## src/rtl/rs_pkg.sv

```systemverilog
// Shared widths, tag constants and opcode encodings used by the register bank,
// CDB arbiter and reservation station.
package rs_pkg;
  localparam int DATA_W = 16;
  localparam int TAG_W  = 3;
  localparam int OP_W   = 3;

  localparam logic [TAG_W-1:0] TAG_NONE = '0;

  typedef enum logic [OP_W-1:0] {
    OP_ADD = 3'd0,
    OP_SUB = 3'd1,
    OP_AND = 3'd2,
    OP_OR  = 3'd3,
    OP_XOR = 3'd4,
    OP_SLL = 3'd5,
    OP_SRL = 3'd6,
    OP_MUL = 3'd7
  } op_e;

  typedef enum logic {
    DISP_IDLE = 1'b0,
    DISP_HOLD = 1'b1
  } disp_state_e;
endpackage

```

## src/rtl/rs_entry.sv

```systemverilog
// One station entry: holds op and two operands, snooping the CDB for
// outstanding producer tags (also at allocation time, as a same-cycle bypass).
module rs_entry
  import rs_pkg::*;
(
  input  logic              clk_i,
  input  logic              rst_ni,
  input  logic              flush_i,
  input  logic              alloc_i,
  input  logic [OP_W-1:0]   op_i,
  input  logic [DATA_W-1:0] vj_i,
  input  logic [TAG_W-1:0]  qj_i,
  input  logic [DATA_W-1:0] vk_i,
  input  logic [TAG_W-1:0]  qk_i,
  input  logic              clear_i,
  input  logic              cdb_valid_i,
  input  logic [TAG_W-1:0]  cdb_tag_i,
  input  logic [DATA_W-1:0] cdb_data_i,
  output logic              busy_o,
  output logic              ready_o,
  output logic [OP_W-1:0]   op_o,
  output logic [DATA_W-1:0] vj_o,
  output logic [DATA_W-1:0] vk_o
);
  logic              busy_q, busy_d;
  logic [OP_W-1:0]   op_q, op_d;
  logic [DATA_W-1:0] vj_q, vj_d, vk_q, vk_d;
  logic [TAG_W-1:0]  qj_q, qj_d, qk_q, qk_d;
  logic              cdb_live;

  // TAG_NONE on the bus never matches, so a resolved operand cannot be overwritten.
  assign cdb_live = cdb_valid_i && (cdb_tag_i != TAG_NONE);

  always_comb begin
    busy_d = busy_q;
    op_d   = op_q;
    vj_d   = vj_q;
    qj_d   = qj_q;
    vk_d   = vk_q;
    qk_d   = qk_q;
    if (flush_i) begin
      busy_d = 1'b0;
      qj_d   = TAG_NONE;
      qk_d   = TAG_NONE;
    end else if (alloc_i) begin
      busy_d = 1'b1;
      op_d   = op_i;
      if (cdb_live && cdb_tag_i == qj_i) begin
        vj_d = cdb_data_i;
        qj_d = TAG_NONE;
      end else begin
        vj_d = vj_i;
        qj_d = qj_i;
      end
      if (cdb_live && cdb_tag_i == qk_i) begin
        vk_d = cdb_data_i;
        qk_d = TAG_NONE;
      end else begin
        vk_d = vk_i;
        qk_d = qk_i;
      end
    end else begin
      if (clear_i) busy_d = 1'b0;
      if (busy_q && cdb_live && cdb_tag_i == qj_q) begin
        vj_d = cdb_data_i;
        qj_d = TAG_NONE;
      end
      if (busy_q && cdb_live && cdb_tag_i == qk_q) begin
        vk_d = cdb_data_i;
        qk_d = TAG_NONE;
      end
    end
  end

  always_ff @(posedge clk_i or negedge rst_ni) begin
    if (!rst_ni) begin
      busy_q <= 1'b0;
      op_q   <= '0;
      vj_q   <= '0;
      qj_q   <= TAG_NONE;
      vk_q   <= '0;
      qk_q   <= TAG_NONE;
    end else begin
      busy_q <= busy_d;
      op_q   <= op_d;
      vj_q   <= vj_d;
      qj_q   <= qj_d;
      vk_q   <= vk_d;
      qk_q   <= qk_d;
    end
  end

  assign busy_o  = busy_q;
  assign ready_o = busy_q && (qj_q == TAG_NONE) && (qk_q == TAG_NONE);
  assign op_o    = op_q;
  assign vj_o    = vj_q;
  assign vk_o    = vk_q;
endmodule

```

## src/rtl/reservation_station.sv

```systemverilog
// Reservation station: lowest-free allocation, lowest-ready dispatch with a
// hold lock so an offer stays stable until the functional unit accepts it.
module reservation_station
  import rs_pkg::*;
#(
  parameter int DEPTH    = 3,
  parameter int BASE_TAG = 1
) (
  input  logic              clk_i,
  input  logic              rst_ni,
  input  logic              flush_i,
  input  logic              issue_valid_i,
  output logic              issue_ready_o,
  input  logic [OP_W-1:0]   issue_op_i,
  input  logic [DATA_W-1:0] issue_vj_i,
  input  logic [DATA_W-1:0] issue_vk_i,
  input  logic [TAG_W-1:0]  issue_qj_i,
  input  logic [TAG_W-1:0]  issue_qk_i,
  output logic [TAG_W-1:0]  issue_tag_o,
  input  logic              cdb_valid_i,
  input  logic [TAG_W-1:0]  cdb_tag_i,
  input  logic [DATA_W-1:0] cdb_data_i,
  output logic              disp_valid_o,
  input  logic              disp_ready_i,
  output logic [OP_W-1:0]   disp_op_o,
  output logic [DATA_W-1:0] disp_a_o,
  output logic [DATA_W-1:0] disp_b_o,
  output logic [TAG_W-1:0]  disp_tag_o,
  output disp_state_e       dbg_disp_state_o
);
  localparam int IDX_W = (DEPTH > 1) ? $clog2(DEPTH) : 1;

  logic [DEPTH-1:0]  busy, ready, alloc, clear;
  logic [OP_W-1:0]   e_op [DEPTH];
  logic [DATA_W-1:0] e_vj [DEPTH];
  logic [DATA_W-1:0] e_vk [DEPTH];

  logic              free_found;
  logic [IDX_W-1:0]  free_idx, rdy_idx, sel, sel_q, sel_d;
  logic              disp_valid, issue_fire;
  disp_state_e       state_q, state_d;

  for (genvar i = 0; i < DEPTH; i++) begin : g_entry
    assign alloc[i] = issue_fire && (free_idx == IDX_W'(i));
    assign clear[i] = disp_valid && disp_ready_i && (sel == IDX_W'(i));
    rs_entry u_entry (
      .clk_i       (clk_i),
      .rst_ni      (rst_ni),
      .flush_i     (flush_i),
      .alloc_i     (alloc[i]),
      .op_i        (issue_op_i),
      .vj_i        (issue_vj_i),
      .qj_i        (issue_qj_i),
      .vk_i        (issue_vk_i),
      .qk_i        (issue_qk_i),
      .clear_i     (clear[i]),
      .cdb_valid_i (cdb_valid_i),
      .cdb_tag_i   (cdb_tag_i),
      .cdb_data_i  (cdb_data_i),
      .busy_o      (busy[i]),
      .ready_o     (ready[i]),
      .op_o        (e_op[i]),
      .vj_o        (e_vj[i]),
      .vk_o        (e_vk[i])
    );
  end

  // Downward scans leave the lowest matching index in place.
  always_comb begin
    free_found = 1'b0;
    free_idx   = '0;
    rdy_idx    = '0;
    for (int i = DEPTH - 1; i >= 0; i--) begin
      if (!busy[i]) begin
        free_found = 1'b1;
        free_idx   = IDX_W'(i);
      end
      if (ready[i]) rdy_idx = IDX_W'(i);
    end
  end

  assign issue_ready_o = free_found;
  assign issue_fire    = issue_valid_i && free_found && !flush_i;
  assign issue_tag_o   = free_found ? TAG_W'(BASE_TAG + int'(free_idx)) : TAG_NONE;

  always_ff @(posedge clk_i or negedge rst_ni) begin
    if (!rst_ni) begin
      state_q <= DISP_IDLE;
      sel_q   <= '0;
    end else begin
      state_q <= state_d;
      sel_q   <= sel_d;
    end
  end

  always_comb begin
    state_d = state_q;
    sel_d   = sel_q;
    if (flush_i) begin
      state_d = DISP_IDLE;
    end else if (disp_valid && !disp_ready_i) begin
      state_d = DISP_HOLD;
      sel_d   = sel;
    end else begin
      state_d = DISP_IDLE;
    end
  end

  always_comb begin
    sel        = rdy_idx;
    disp_valid = |ready;
    if (state_q == DISP_HOLD) begin
      sel        = sel_q;
      disp_valid = ready[sel_q];
    end
  end

  assign disp_valid_o     = disp_valid;
  assign disp_op_o        = disp_valid ? e_op[sel] : '0;
  assign disp_a_o         = disp_valid ? e_vj[sel] : '0;
  assign disp_b_o         = disp_valid ? e_vk[sel] : '0;
  assign disp_tag_o       = disp_valid ? TAG_W'(BASE_TAG + int'(sel)) : TAG_NONE;
  assign dbg_disp_state_o = state_q;
endmodule

```

## config.mk

```make
export PLATFORM = sky130hd
export DESIGN_NAME = reservation_station
export DESIGN_NICKNAME = d
export VERILOG_FILES = /design/src/rtl/rs_pkg.sv /design/src/rtl/rs_entry.sv /design/src/rtl/reservation_station.sv
export SDC_FILE = /design/constraint.sdc
export NUM_CORES = 1
export LEC_CHECK = 0
export ABC_CLOCK_PERIOD_IN_PS = 4200
export CORE_AREA = 3 3 161 163
export CTS_BUF_LIST = sky130_fd_sc_hd__clkbuf_2 sky130_fd_sc_hd__clkbuf_4 sky130_fd_sc_hd__clkbuf_8
export DETAILED_ROUTE_END_ITERATION = 8
export DIE_AREA = 0 0 164 166
export HOLD_SLACK_MARGIN = 0.03
export PLACE_DENSITY = 0.61
export REMOVE_ABC_BUFFERS = 1
export SLEW_MARGIN = 40
export SYNTH_ARGS = -nofsm -noshare
export SYNTH_HDL_FRONTEND = slang
export SYNTH_SLANG_ARGS = --single-unit
export TNS_END_PERCENT = 50
```

## constraint.sdc

```tcl
create_clock -name clk_i -period 4.2 [get_ports clk_i]
set_clock_uncertainty 0.2 [all_clocks]
set_input_delay 1.05 -clock clk_i [delete_from_list [all_inputs] [get_ports clk_i]]
set_output_delay 1.05 -clock clk_i [all_outputs]
set_load 0.02 [all_outputs]
```

[Yosys cells after proc, flatten, opt, wreduce, memory -nomap -nowiden]
Index checks and enable logic that the tools add are counted.
Cells by class
  add/sub/neg operators: 2
  magnitude comparators: 2
  eq/ne operators: 12
  muxes and demuxes: 72
  bitwise logic cells: 2
  reduce and logical (&&, ||, !) cells: 65
Operator list (count)
  two-way mux 16 bit: 20
  two-way mux 3 bit: 25
  binary-select mux 16 bit (select 2 bit): 2
  nonzero test 3 bit: 10
  logical AND 1 bit: 28
  == test 3 bit: 8
  AND reduction 2 bit: 10
  logical NOT 3 bit: 6
  two-way mux 1 bit: 16
  two-way mux 2 bit: 7
  nonzero test 2 bit: 6
  adder 1 x 2 -> 3 bit (first input constant): 2
  binary-select mux 3 bit (select 2 bit): 1
  == test 2 x 1 -> 1 bit (second input constant): 2
  == test 2 bit (second input constant): 2
  logical NOT 2 bit: 2
  >= comparator 3 bit (second input constant): 1
  less-than comparator 2 x 3 -> 1 bit (second input constant): 1
  NOT 2 -> 3 bit: 1
  OR reduction 3 bit: 1
  binary-select mux 1 bit (select 2 bit): 1
  logical NOT 1 bit: 2
  NOT 1 bit: 1
Storage, ports and cells
  flip-flop bits (word level): 129
  bits of input ports: 66
  output and inout port bits: 44
  logic and storage cells: 175

[Logic depth before layout (Yosys ltp)]
  depth in word-level cells: 12
  mapped depth: 9

[Cells and area by module]
From an unflattened synthesis, not the netlist that was laid out.
Unflattened totals
  cell total of the unflattened synthesis: 958
  area, all modules: 8465.6 um^2
By module, submodules not included
  rs_entry: times used 3, cells an instance 251, area each 2431.1 um^2
  reservation_station: times used 1, cells an instance 205, area each 1172.4 um^2

[Worst setup path before layout]
Ideal clock, no wire load.
  path kind: register to output
  start: register g_entry[1].u_entry.qj_q[2]
  end: output disp_b_o[10]
  arrival time: 2.251 ns
  slack: 0.699 ns
  stages on the path, launching flop included: 7
  path buffers: 1
  cells stage by stage: dfrtp_1 -> or4_4 -> o31a_1 -> o31ai_4 -> nand2_2 -> clkbuf_1 -> a21oi_1
On the way
  longest elaborated chain between the ends: 11
  elaborated cells on any way between the ends: 15
  those cells by class: 10 x mux; 1 x bitwise; 4 x reduce/logical
Ends and longest elaborated chain
  start, declared: line rs_entry.sv:28  | logic [TAG_W-1:0] qj_q, qj_d, qk_q, qk_d;
  start signal, assigned: line rs_entry.sv:87  | qj_q <= qj_d;
  logical NOT 3 bit (*): line rs_entry.sv:94  | assign ready_o = busy_q && (qj_q == TAG_NONE) && (qk_q == TAG_NONE);
  logical AND 1 bit (*) (2 in a row): line rs_entry.sv:94
  two-way mux 2 bit (2 in a row): line reservation_station.sv:78  | if (ready[i]) rdy_idx = IDX_W'(i);
  two-way mux 2 bit: line reservation_station.sv:112  | if (state_q == DISP_HOLD) begin
  NOT 2 -> 3 bit (not written as such): line reservation_station.sv:121  | assign disp_b_o = disp_valid ? e_vk[sel] : '0;
  binary-select mux 16 bit (select 2 bit): line reservation_station.sv:121
  two-way mux 16 bit (not written as such) (2 in a row): line reservation_station.sv:121
  two-way mux 16 bit (*): line reservation_station.sv:121
  end, declared: line reservation_station.sv:27  | output logic [DATA_W-1:0] disp_b_o,
Every way passes the cells marked *; elsewhere a longest branch is shown, timed or not. The select of a mux whose other input is x is not followed.

[Worst setup path after layout]
  start: register g_entry[1].u_entry.qj_q[2]
  end: output disp_b_o[3]
The elaborated chain is that of the path after synthesis.

==> impl_summary.md <==
Global routing
The initial antenna violation count is 0. Summed over all layers, the global routing overflow is 0. The first global-routing pass estimated 39790 microns of wire. Entering global routing, the biggest net connects 76 pins.

The overall routing resource usage is 0.1887. The via count of the first global-routing pass is 6854.

Clock network
After clock tree synthesis, the flow added hold-fix buffers numbering 0. TritonCTS built the clock tree. The clock input transition at the sequential cells of the worst setup and hold paths is 0.08 ns. The clock reaches the later pin of the worst-skew pair after 0.46 ns. The maximum root-to-sink buffer count is 2. Clock tree synthesis found a total of 129 sinks. The H-tree was split into 4 levels. Clock tree synthesis selected as its root buffer the cell clkbuf_8.

Clock tree synthesis inserted a total of 17 buffers.

Yosys
The prevailing post-synth register cell is dfrtp_1. After synthesis, the cell types taking the most area are dfrtp_1 (44%), mux2i_1 (8.7%), a21oi_1 (6.4%), nor2_1 (5.3%), nand3_1 (5.1%). During synthesis, Yosys emitted a total of 0 warnings. Of the post-synthesis cell area, the dominant cell type holds 0.4368. The synthesized cell area is 0.007391 sq mm. Averaged over all synthesized cells, the footprint is 8.767 sq um.

The share of the Yosys chip area taken by registers is 0.4368. The commonest cells after synthesis are dfrtp_1 (129), nor2_1 (104), a21oi_1 (95). Counting flops with an async set or reset pin after synthesis yields a share of 1.000. The post-synthesis instance total is 843.

The number of different library cells in the post-synthesis netlist is 53. The synthesized design contains 0 enable-type register cells. Among all cell types in the netlist, the one instantiated most often is dfrtp_1.

The largest area contributor in the netlist is dfrtp_1. In this run, synthesis produced a sequential element count of 129.

Die
The vertical die dimension is 166 microns. The die extent in x is 164 microns. The floorplan step defined a core boundary enclosing 0.02446 sq mm. The number of core rows is 57. The initial standard-cell utilization of the core is 0.3021. 110 I/O pins were placed. The overall die area is 0.02722 sq mm.

Worst hold path
Counting instances, the worst hold path has a depth of 2. The tightest min-delay check is of the flip-flop to flip-flop type.

Timing
Dividing the final minimum period by the clock period gives 0.9902. The total negative slack is 0 ns. The tightest slew margin relative to the limit is 0.4308. After layout, the worst setup slack is 0.04119 ns. The transition time at the pin with the least slew margin is 0.8506 ns. The total count of max-transition violations in the final report is 0. Setup repair after global routing could not meet its margin everywhere. The number of hold-slack violations in the final timing report is 0. The peak clock frequency supported by timing is 0.2405 GHz.

Setup violations remaining at the end of the flow were counted as 0. For the finished layout, the period the worst path requires is 4.159 ns.

Critical path
The signal on the critical path passes through or4_4 > nor2_2 > o41ai_4 > buf_4 > buf_6 > a21o_1 > a21oi_2 > clkdlybuf4s15_2. The launching element of the worst setup path is g_entry[1].u_entry.qj_q[2]. The worst setup path is captured at a primary output. The critical path data arrival time is 2.91 ns. The internal reg-to-reg setup slack is 1.67 ns.

The type of element launching the critical path is a flip-flop. The largest fanout on the critical path is 29. The required time of the worst setup path is 2.95 ns. The startpoint identified for the worst register-to-register timing path is g_entry[1].u_entry.qj_q[2].

The most critical setup path has its endpoint at disp_b_o[3]. The worst setup path is of the flip-flop to primary output kind. Counting cells, the worst reg-to-reg path comes to 8.

The endpoint identified for the worst register-to-register timing path is g_entry[2].u_entry.busy_o. The maximum cell stage delay along the critical path is 0.59 ns. For this design, the slowest cell found on the critical path is or4_4.

Run status
The flow ran to the end, and the final reports show no timing, DRC or antenna violations.

Final layout
At the end of the flow, the number of nets in the layout was 1024. The count of filler cells inserted in the layout is 2480. The sequential cells in the finished layout cover a total of 0.003228 sq mm.

The final design utilization is 0.3883. 0 antenna diodes ended up in the layout. Compared with the post-synthesis result, the final layout area differs by 28.53%.

The fraction of final layout cells with drive strength greater than 1 is 0.1570. The multi-input gate area in the final layout is 0.003931 sq mm.

Placement
Summed over all nets, the half-perimeter wirelength after detailed placement is 16700 microns. The worst setup slack before clock tree synthesis is 0.1670 ns. The count of buffers from port buffering is 108. The last weighted congestion value of the routability-driven placer is 0.8173.

Routing
After the first detailed-routing iteration, the DRC count stood at 609. The remaining design rule violation count is 0. The first-pass iteration count of the detailed router is 5.

After detailed routing, the number of vias per cell comes to 5.277. Dividing the detail-routed wire length by the instance count gives 20.03 microns. The detailed router placed 6818 vias in this run. The count of nets left with antenna violations once routing finished came out at 0. The routed design has 25880 microns of wire.

Run
The number of maximum-capacitance constraint violations is 0.

Power and ir drop
VDD sags by at most 0.2094 mV. The analysis attributes to cell leakage a power of 4.065 nW. The total power density per cell area is 481.8 mW/mm^2.
==> cell usage in the layout (no fill, tap or decap), drive strengths merged, types with 4 or more instances in the layout <==
master / synthesis / final
bufinv: 0 / 4
xor2: 6 / 6
clkdlybuf4s15: 0 / 11
clkinvlp: 0 / 4
nor3b: 5 / 5
nand4: 6 / 6
nand3: 76 / 76
clkbuf: 45 / 41
buf: 21 / 51
dlygate4sd2: 0 / 4
a22o: 18 / 18
a31oi: 32 / 32
nor2: 108 / 108
clkdlybuf4s50: 0 / 68
a21o: 35 / 35
a21oi: 105 / 105
mux2: 5 / 5
xnor2: 18 / 18
dfrtp: 129 / 129
inv: 5 / 9
o21ai: 37 / 37
nand2: 90 / 90
mux2i: 64 / 64
==> flip-flops by register name, indices dropped and copies added (netlist names) <==
signal / count
g_entry.u_entry.vj_o: 48
g_entry.u_entry.qk_q: 9
g_entry.u_entry.qj_q: 9
g_entry.u_entry.vk_o: 48
sel_q: 2
g_entry.u_entry.busy_o: 3
g_entry.u_entry.op_o: 9
dbg_disp_state_o: 1
==> stage by stage <==
| stage | power (mW) | std cells | hold WS, ns | area [sq um] |
|---|---|---|---|---|
| 2_1_floorplan | 2.776 | 777 | 0.2393 | 7104 |
| 3_3_place_gp | 3.398 | 1255 | 0.2529 | 9051 |
| 3_5_place_dp | 3.436 | 1255 | 0.2565 | 9064 |
| 4_1_cts | 4.599 | 1287 | 0.2766 | 9492 |
| 5_1_grt | 4.876 | 1292 | 0.3045 | 9499 |
| 6_report | 4.577 | 1292 | 0.2749 | 9499 |
==> layout make-up <==
class,instances,share of cell area
multi-input combinational,643,0.4139
inverter,5,0.001976
tap,324,0.04268
clock inverter,15,0.02187
sequential,129,0.3398
timing repair buffer,159,0.1552
clock buffer,17,0.02463
==> metal layers <==
metal  routed length [microns]  share of wire  track usage  vias to the layer above
met5                         0              0            0                        -
met4                       240         0.0093      0.04634                        0
met3                      1943          0.075      0.03342                       21
met2                     12070           0.47       0.2960                      286
met1                     11630           0.45       0.2700                     3304
li1                          -              -            -                     3207
==> what timing repair did <==
action,in CTS,in global routing
setup endpoints to repair,39,38
cloned,0,2
buffers inserted,0,3
pin swaps,0,3
resized for setup,54,57
endpoints found under the hold margin,0,0
==> worst min-delay path by stage <==
stage / start / to / slack [ns]
after CTS: g_entry[1].u_entry.op_o[0] / g_entry[1].u_entry.op_o[0] / 0.28
after global routing: g_entry[1].u_entry.op_o[0] / g_entry[1].u_entry.op_o[0] / 0.30
after floorplan: g_entry[1].u_entry.op_o[0] / g_entry[1].u_entry.op_o[0] / 0.24
after detailed placement: g_entry[1].u_entry.op_o[0] / g_entry[1].u_entry.op_o[0] / 0.26
final: g_entry[1].u_entry.op_o[0] / g_entry[1].u_entry.op_o[0] / 0.27
after global placement: g_entry[1].u_entry.op_o[0] / g_entry[1].u_entry.op_o[0] / 0.25
==> power by group <==
| part | total, mW | internal [mW] | switching, mW |
|---|---|---|---|
| Combinational | 1.50 | 0.664 | 0.841 |
| Sequential | 1.87 | 1.65 | 0.219 |
| Clock | 1.20 | 0.653 | 0.550 |
| Total | 4.58 | 2.97 | 1.61 |
==> critical path: cells and delay by family (launching register included) <==
kind                   cells  cell delay [ns]
buffers and inverters      3             0.69
flip-flops                 1             0.41
AND/OR/NAND/NOR            2             0.80
AO/OA/AOI/OAI              3             0.54
==> kinds of logic after synthesis <==
family                     synth area share
buffers and inverters               0.04131
DFF                                  0.4368
xor gates and xnor gates            0.02844
muxes                               0.09429
other                             0.0005074
AOI/OAI and AO/OA                    0.2074
and+or+nand+nor                      0.1862
adders and majority gates          0.005079
(Power assumes the default switching activity.)
